File: src/rtl/fetch_pkg.sv
// rtl/fetch_pkg.sv - shared types and constants for the instruction fetch front-end
//
// Purpose: common widths, the reset fetch address and the FIFO entry layout
//          used by fetch_queue and fetch_fifo.
// Ports:   none (package).
package fetch_pkg;

  localparam int XLEN = 64;
  localparam int ILEN = 32;

  localparam logic [XLEN-1:0] RESET_PC_DEF = 64'h0;

  // One buffered instruction together with the address it was fetched from.
  typedef struct packed {
    logic [XLEN-1:0] pc;
    logic [ILEN-1:0] instr;
  } fetch_entry_t;

  // Sequential next fetch address; wraps modulo 2^XLEN.
  function automatic logic [XLEN-1:0] pc_next(input logic [XLEN-1:0] pc);
    return pc + XLEN'(4);
  endfunction

endpackage

File: src/rtl/fetch_fifo.sv
// rtl/fetch_fifo.sv - DEPTH-entry instruction/PC buffer with flush
//
// Purpose: circular buffer of fetch_entry_t with read/write pointers and an
//          explicit entry count. Flush empties the buffer and wins over push/pop.
// Ports:
//   clk, resetn       clock, asynchronous active-low reset
//   flush             empty the buffer (pointers and count to 0)
//   push, push_data   write one entry at the tail
//   pop               retire the head entry
//   head              entry at the read pointer (valid when count != 0)
//   count             number of stored entries, 0..DEPTH
module fetch_fifo
  import fetch_pkg::*;
#(
  parameter int DEPTH = 4
) (
  input  logic                       clk,
  input  logic                       resetn,
  input  logic                       flush,
  input  logic                       push,
  input  fetch_entry_t               push_data,
  input  logic                       pop,
  output fetch_entry_t               head,
  output logic [$clog2(DEPTH):0]     count
);

  localparam int PW = $clog2(DEPTH);
  localparam int CW = PW + 1;

  fetch_entry_t   mem_q [DEPTH];
  fetch_entry_t   mem_d [DEPTH];
  logic [PW-1:0]  rd_ptr_q, rd_ptr_d;
  logic [PW-1:0]  wr_ptr_q, wr_ptr_d;
  logic [CW-1:0]  count_q, count_d;

  always_comb begin
    mem_d    = mem_q;
    rd_ptr_d = rd_ptr_q;
    wr_ptr_d = wr_ptr_q;
    count_d  = count_q;
    if (flush) begin
      rd_ptr_d = '0;
      wr_ptr_d = '0;
      count_d  = '0;
    end else begin
      if (push) begin
        mem_d[wr_ptr_q] = push_data;
        // DEPTH is a power of two, so the pointer wraps by natural overflow.
        wr_ptr_d        = wr_ptr_q + PW'(1);
      end
      if (pop) begin
        rd_ptr_d = rd_ptr_q + PW'(1);
      end
      case ({push, pop})
        2'b10:   count_d = count_q + CW'(1);
        2'b01:   count_d = count_q - CW'(1);
        default: count_d = count_q;
      endcase
    end
  end

  always_ff @(posedge clk or negedge resetn) begin
    if (!resetn) begin
      for (int i = 0; i < DEPTH; i++) begin
        mem_q[i] <= '0;
      end
      rd_ptr_q <= '0;
      wr_ptr_q <= '0;
      count_q  <= '0;
    end else begin
      for (int i = 0; i < DEPTH; i++) begin
        mem_q[i] <= mem_d[i];
      end
      rd_ptr_q <= rd_ptr_d;
      wr_ptr_q <= wr_ptr_d;
      count_q  <= count_d;
    end
  end

  assign head  = mem_q[rd_ptr_q];
  assign count = count_q;

endmodule

File: src/rtl/fetch_queue.sv
// rtl/fetch_queue.sv - instruction fetch front-end: PC, BRAM issue, response buffering
//
// Purpose: owns the fetch PC, issues reads to a 1-cycle-latency instruction
//          BRAM and buffers returned instructions with their PCs ahead of the
//          IF/ID register. A decode redirect flushes the buffer, drops any
//          in-flight response and restarts fetch at the redirect target.
// Optional feature: define FETCH_QUEUE_BYPASS_EN to present a response directly
//          on the outputs when the buffer is empty (saves one cycle of latency).
// Ports:
//   clk, resetn                  clock, asynchronous active-low reset
//   redirect_valid, redirect_pc  decode redirect request and target
//   imem_en, imem_addr           BRAM read enable and word address
//   imem_rdata                   BRAM read data, valid the cycle after imem_en
//   out_valid, out_instr, out_pc instruction presented to IF/ID
//   out_ready                    IF/ID accepts the presented instruction
//   occupancy                    number of buffered entries
module fetch_queue #(
  parameter int                          DEPTH    = 4,
  parameter int                          XLEN     = fetch_pkg::XLEN,
  parameter int                          IADDR_W  = 14,
  parameter logic [fetch_pkg::XLEN-1:0]  RESET_PC = fetch_pkg::RESET_PC_DEF
) (
  input  logic                       clk,
  input  logic                       resetn,
  input  logic                       redirect_valid,
  input  logic [XLEN-1:0]            redirect_pc,
  output logic                       imem_en,
  output logic [IADDR_W-1:0]         imem_addr,
  input  logic [31:0]                imem_rdata,
  output logic                       out_valid,
  output logic [31:0]                out_instr,
  output logic [XLEN-1:0]            out_pc,
  input  logic                       out_ready,
  output logic [$clog2(DEPTH):0]     occupancy
);

  import fetch_pkg::*;

  localparam int CW = $clog2(DEPTH) + 1;

  logic [XLEN-1:0] fetch_pc_q, fetch_pc_d;
  logic [XLEN-1:0] inflight_pc_q, inflight_pc_d;
  logic            inflight_q, inflight_d;

  logic [CW-1:0]   count;
  fetch_entry_t    head;
  fetch_entry_t    push_data;
  logic            fifo_push;
  logic            fifo_pop;
  logic            pop;
  logic            issue;
  logic            bypass_hit;
  // Entries that will be committed after this edge: buffered + arriving - leaving.
  logic [CW:0]     demand;

`ifdef FETCH_QUEUE_BYPASS_EN
  // A response landing on an empty buffer is shown on the outputs this cycle.
  assign bypass_hit = inflight_q & (count == '0) & ~redirect_valid;
`else
  assign bypass_hit = 1'b0;
`endif

  always_comb begin
    out_valid = (count != '0) | bypass_hit;
    out_pc    = bypass_hit ? inflight_pc_q : head.pc;
    out_instr = bypass_hit ? imem_rdata    : head.instr;

    // A redirect squashes the head, so it is never counted as consumed.
    pop       = out_valid & out_ready & ~redirect_valid;
    fifo_pop  = pop & ~bypass_hit;
    // A bypassed response that is accepted immediately never enters the buffer.
    fifo_push = inflight_q & ~redirect_valid & ~(bypass_hit & pop);
    push_data = '{pc: inflight_pc_q, instr: imem_rdata};
  end

  // Issue only if the response is guaranteed a free slot next cycle.
  assign demand = {1'b0, count} + (CW+1)'(inflight_q) - (CW+1)'(pop);
  assign issue  = resetn & ~redirect_valid & (demand < (CW+1)'(DEPTH));

  always_comb begin
    imem_en   = resetn & (redirect_valid | issue);
    imem_addr = redirect_valid ? redirect_pc[IADDR_W+1:2] : fetch_pc_q[IADDR_W+1:2];
  end

  always_comb begin
    fetch_pc_d    = fetch_pc_q;
    inflight_pc_d = inflight_pc_q;
    inflight_d    = 1'b0;
    if (redirect_valid) begin
      // The redirect target is read this cycle, fetch continues after it.
      fetch_pc_d    = pc_next(redirect_pc);
      inflight_pc_d = redirect_pc;
      inflight_d    = 1'b1;
    end else if (issue) begin
      fetch_pc_d    = pc_next(fetch_pc_q);
      inflight_pc_d = fetch_pc_q;
      inflight_d    = 1'b1;
    end
  end

  always_ff @(posedge clk or negedge resetn) begin
    if (!resetn) begin
      fetch_pc_q    <= RESET_PC;
      inflight_pc_q <= '0;
      inflight_q    <= 1'b0;
    end else begin
      fetch_pc_q    <= fetch_pc_d;
      inflight_pc_q <= inflight_pc_d;
      inflight_q    <= inflight_d;
    end
  end

  fetch_fifo #(
    .DEPTH (DEPTH)
  ) u_fifo (
    .clk       (clk),
    .resetn    (resetn),
    .flush     (redirect_valid),
    .push      (fifo_push),
    .push_data (push_data),
    .pop       (fifo_pop),
    .head      (head),
    .count     (count)
  );

  assign occupancy = count;

endmodule

File: config.mk
export PLATFORM = sky130hd
export DESIGN_NAME = fetch_queue
export DESIGN_NICKNAME = d
export VERILOG_FILES = /design/src/rtl/fetch_pkg.sv /design/src/rtl/fetch_fifo.sv /design/src/rtl/fetch_queue.sv
export SDC_FILE = /design/constraint.sdc
export NUM_CORES = 1
export LEC_CHECK = 0
export ABC_AREA = 1
export CAP_MARGIN = 20
export CORE_MARGIN = 4
export CORE_UTILIZATION = 30
export CTS_CLUSTER_SIZE = 24
export DETAILED_ROUTE_END_ITERATION = 16
export HOLD_SLACK_MARGIN = 0.08
export RECOVER_POWER = 50
export SLEW_MARGIN = 20
export SYNTH_ARGS = -nofsm -noshare
export SYNTH_HDL_FRONTEND = slang
export SYNTH_SLANG_ARGS = --single-unit
File: constraint.sdc
create_clock -name clk -period 3.2 [get_ports clk]
set_clock_uncertainty 0.2 [all_clocks]
set_input_delay 0.64 -clock clk [delete_from_list [all_inputs] [get_ports clk]]
set_output_delay 0.64 -clock clk [all_outputs]
set_load 0.02 [all_outputs]
==> parameters.txt <==
Parameter                              Value

Placement
  DP Worst Slack ... -1.06 ns
  Routability-driven placement congestion ratio ... 0.911
  Total of buffers placed on input and output ports ... 214
  HPWL reported at the end of detailed placement ... 55,000 um
  Area post-placement ... 30,200 sq um
  Number of cells in the design after placement ... 4,684

Global routing
  Global-route wire length before repair ... 131,000 um
  Overall global routing resource usage ... 0.184
  Number of antenna violations at the first check in global routing ... 0
  Number of global-route vias before repair ... roughly 22,000
  Maximum number of pins on one net before global-route repair ... 176
  Gr ovfl total ... 0

Outcome
  Violations in the final reports ... max-capacitance violations, max-slew violations, negative setup slack
  Outcome ... finished with violations

Setup path
  Data required time of the worst path ... 2.36 ns
  WP buf/inv ... 4
  Critical-path maximum fanout ... 2
  Number of cells on the worst reg-to-reg path ... 18
  Slowest CP cell ... sky130_fd_sc_hd__dfrtp_2
  Slowest cell delay on critical path ... approximately 0.4 ns
  Crit path kind ... flop to primary output
  Cell breakdown of the critical path ... inv_2 -> nand3_4 -> nand2_4 -> nor2_4 -> ha_4 -> inv_2 -> ha_4 -> nand3_2 -> nand2_2 -> nand2_2 -> nand2_1 -> nand2_1 -> nand3_2 -> nand2_8 -> inv_4 -> nor2_4 -> buf_6
  R2r endpoint ... fetch_pc_q[29]$_DFFE_PN0P_
  Crit-path leading delay family ... simple AND/OR/NAND/NOR gates
  R2R setup slack ... roughly 0.21 ns
  Reg2Reg Launch Point ... u_fifo.count[2]$_DFFE_PN0P_
  Kind of capture point of the worst setup path ... primary output
  Arrival @ worst endpoint ... 2.63 ns
  Startpoint Class ... flop

Power
  Reported leakage power ... 15.6 nW
  Power density over the cells ... 947 nW/um^2
  Total Power ... between 30 and 40 mW
  Largest vdd supply drop ... between 0.0004 and 0.0005 V

Route
  Mean number of vias per cell ... 4.76
  Routed wire length ... between 80,000 and 90,000 um
  Residual DRC ... 0
  Antenna Violating Nets Remaining ... 0
  Pre-Repair DR Iteration Count ... 7
  DRT iter0 DRCs ... 1,918
  Routed wirelength normalized by instance count ... approximately 18 um
  Vias ... 22,911

Synth
  Syn_nets ... 3,461
  Combinational family with the most area after synthesis ... simple AND/OR/NAND/NOR gates
  Multiplexer share of the synthesized area ... 0
  Number of distinct library cells after synthesis ... 31
  Fraction of synthesized cell area in xor and xnor cells ... 0.00208
  Seq cells post-synth ... 520
  Sequential element share of the synthesized area ... 0.515
  Yosys synthesis warning count ... 0
  Synthesized-area fraction occupied by adder cells ... 0.00475
  Synthesized cell area ... 25,300 sq um
  Post-synthesis simple-gate area fraction ... 0.234
  Cells after synthesis ... roughly 3,400
  Avg Synthesized Cell Area ... 7.54 sq um
  Compound-cell area share of the yosys netlist ... 0.168

Hold path
  Hold depth ... 2
  Worst-case hold path end point ... fetch_pc_q[1]$_DFFE_PN0P_
  Hold Crit Start ... fetch_pc_q[1]$_DFFE_PN0P_
  Worst Hold Class ... flop to flop

STA
  Post-route worst hold slack ... 0.270 ns
  Final number of max-transition violations ... 63
  Transition time at the pin with the least slew margin ... 1.58 ns
  Count of endpoints failing hold in the final timing report ... 0
  Final min period ... 3.47 ns
  Slack of the critical path ... -0.269 ns
  Worst max-slew margin expressed relative to the limit ... -0.0550
  Highest Clock Rate ... 288 MHz
  RSZ-0062 raised after global routing ... true
  Endpoints failing setup ... 1
  Total negative slack for setup checks ... -0.269 ns
  Period utilisation layout ... 1.08

Clocking
  Root buffer cell ... sky130_fd_sc_hd__clkbuf_16
  CTS tree ... done
  Skew-Pair Late Insertion Delay ... 0.63 ns
  Clock tree sinks ... 520
  H-tree depth ... 2
  Clock Tree Buf Depth ... 3
  TritonCTS Buffers ... 58
  Clock-pin transition on the worst setup and hold timing paths ... 0.06 ns

Floorplanning
  Area of the die ... 89,000 sq um
  Number of top-level pins ... 215
  Cell row count ... 106
  Die extent in y ... 298 um
  Die width ... about 300 um
  Effective utilization at floorplan ... 0.303
  Standard cell core area ... 83,600 sq um

Final layout
  Most used cells in the layout excluding fill and tap cells ... sky130_fd_sc_hd__nand2_1, sky130_fd_sc_hd__o21ai_0, sky130_fd_sc_hd__dfrtp_1, sky130_fd_sc_hd__nor2_1, sky130_fd_sc_hd__inv_1
  Finished Core Util ... 0.386
  N_diodes ... 0
  Commonest non-fill, non-tap cell in the layout ... sky130_fd_sc_hd__nand2_1
  Fraction of layout cells with a size suffix above 1 ... 0.126
  Relative area change from synthesis to final layout ... 27.5%
  Post-layout instance count excluding filler cells ... just under 5,000
  Non-Filler Cell Area, Final ... 32,200 sq um
  Final nets ... 3,793

Flow run
  Max Cap Viol ... 1
==> cell usage after synthesis (all sizes together) <==
cell | count | area (sq um)
xor2 | 5 | 43.8
o22ai | 97 | 607
dfrtp | 520 | 13000
ha | 8 | 100
nand2 | 1055 | 3980
fa | 1 | 20.0
a31oi | 1 | 6.26
buf | 69 | 435
o21ai | 708 | 3560
xnor2 | 1 | 8.76
o31ai | 3 | 22.5
nor2 | 379 | 1460
nand4 | 2 | 12.5
nor3 | 1 | 5.00
a21oi | 5 | 25.0
or2 | 1 | 6.26
clkbuf | 141 | 529
o21bai | 2 | 15.0
inv | 263 | 987
nand3 | 89 | 450
o21a | 1 | 7.51
==> worst reg2reg max path: cells and delay by family, from the launching register on <==
family	cells	cell delay, ns
buf+inv	4	0.98
simple gates	11	0.88
flops	1	0.40
fa+ha+maj	2	0.35
compound gates	1	0.14
==> final cells by class <==
cell class	count	area [sq um]
fill	8683	51300
sequential	520	13000
multi-input combinational	2359	10500
timing repair buffer	481	4410
clock buffer	81	1660
tap	1080	1350
inverter	263	1010
clock inverter	24	279
timing repair inverter	1	8.76
==> cells by family (layout without fill, tap and decap cells) <==
| group | count (synthesis) | count (layout) |
|---|---|---|
| flops | 520 | 520 |
| buf+inv | 473 | 850 |
| simple gates | 1527 | 1527 |
| fa+ha+maj | 9 | 9 |
| compound gates | 817 | 817 |
| xor+xnor | 6 | 6 |
==> state kept, by name (all words and copies together), names as in the netlist <==
name             count
u_fifo.count         3
fetch_pc_q          64
inflight_pc_q       64
u_fifo.rd_ptr_q      2
u_fifo.mem_q       384
inflight_q           1
u_fifo.wr_ptr_q      2
==> metal layers <==
metal | track usage | wire, um | share of wire
met1 | 0.262 | 39400 | 0.47
met2 | 0.287 | 37500 | 0.44
met3 | 0.0318 | 5380 | 0.064
met4 | 0.0510 | 2080 | 0.025
met5 | 0 | 0 | 0
==> where the power goes <==
group,switching [mW],internal (mW)
logic,8.04,4.70
registers,1.43,9.55
clock network,2.81,4.01
==> worst max-delay path by stage <==
stage | startpoint | to | cells after the start
2_1_floorplan | redirect_valid | imem_en | 17
3_3_place_gp | out_ready | imem_en | 16
3_5_place_dp | out_ready | imem_en | 15
4_1_cts | u_fifo.count[0]$_DFFE_PN0P_ | imem_en | 17
5_1_grt | resetn | u_fifo.mem_q[148]$_DFFE_PN0P_ | 4
6_report | u_fifo.count[2]$_DFFE_PN0P_ | imem_en | 17
==> repair_timing <==
| item | CTS | global route |
|---|---|---|
| buffers inserted | 5 | 5 |
| setup endpoints to repair | 206 | 162 |
| hold endpoints to repair | 23 | 0 |
| pin swaps | 12 | 13 |
| gates resized for setup | 193 | 98 |
| gates cloned | 6 | 3 |
| hold buffers | 1 | 0 |
Note: power is estimated with default switching activity, not from simulation.
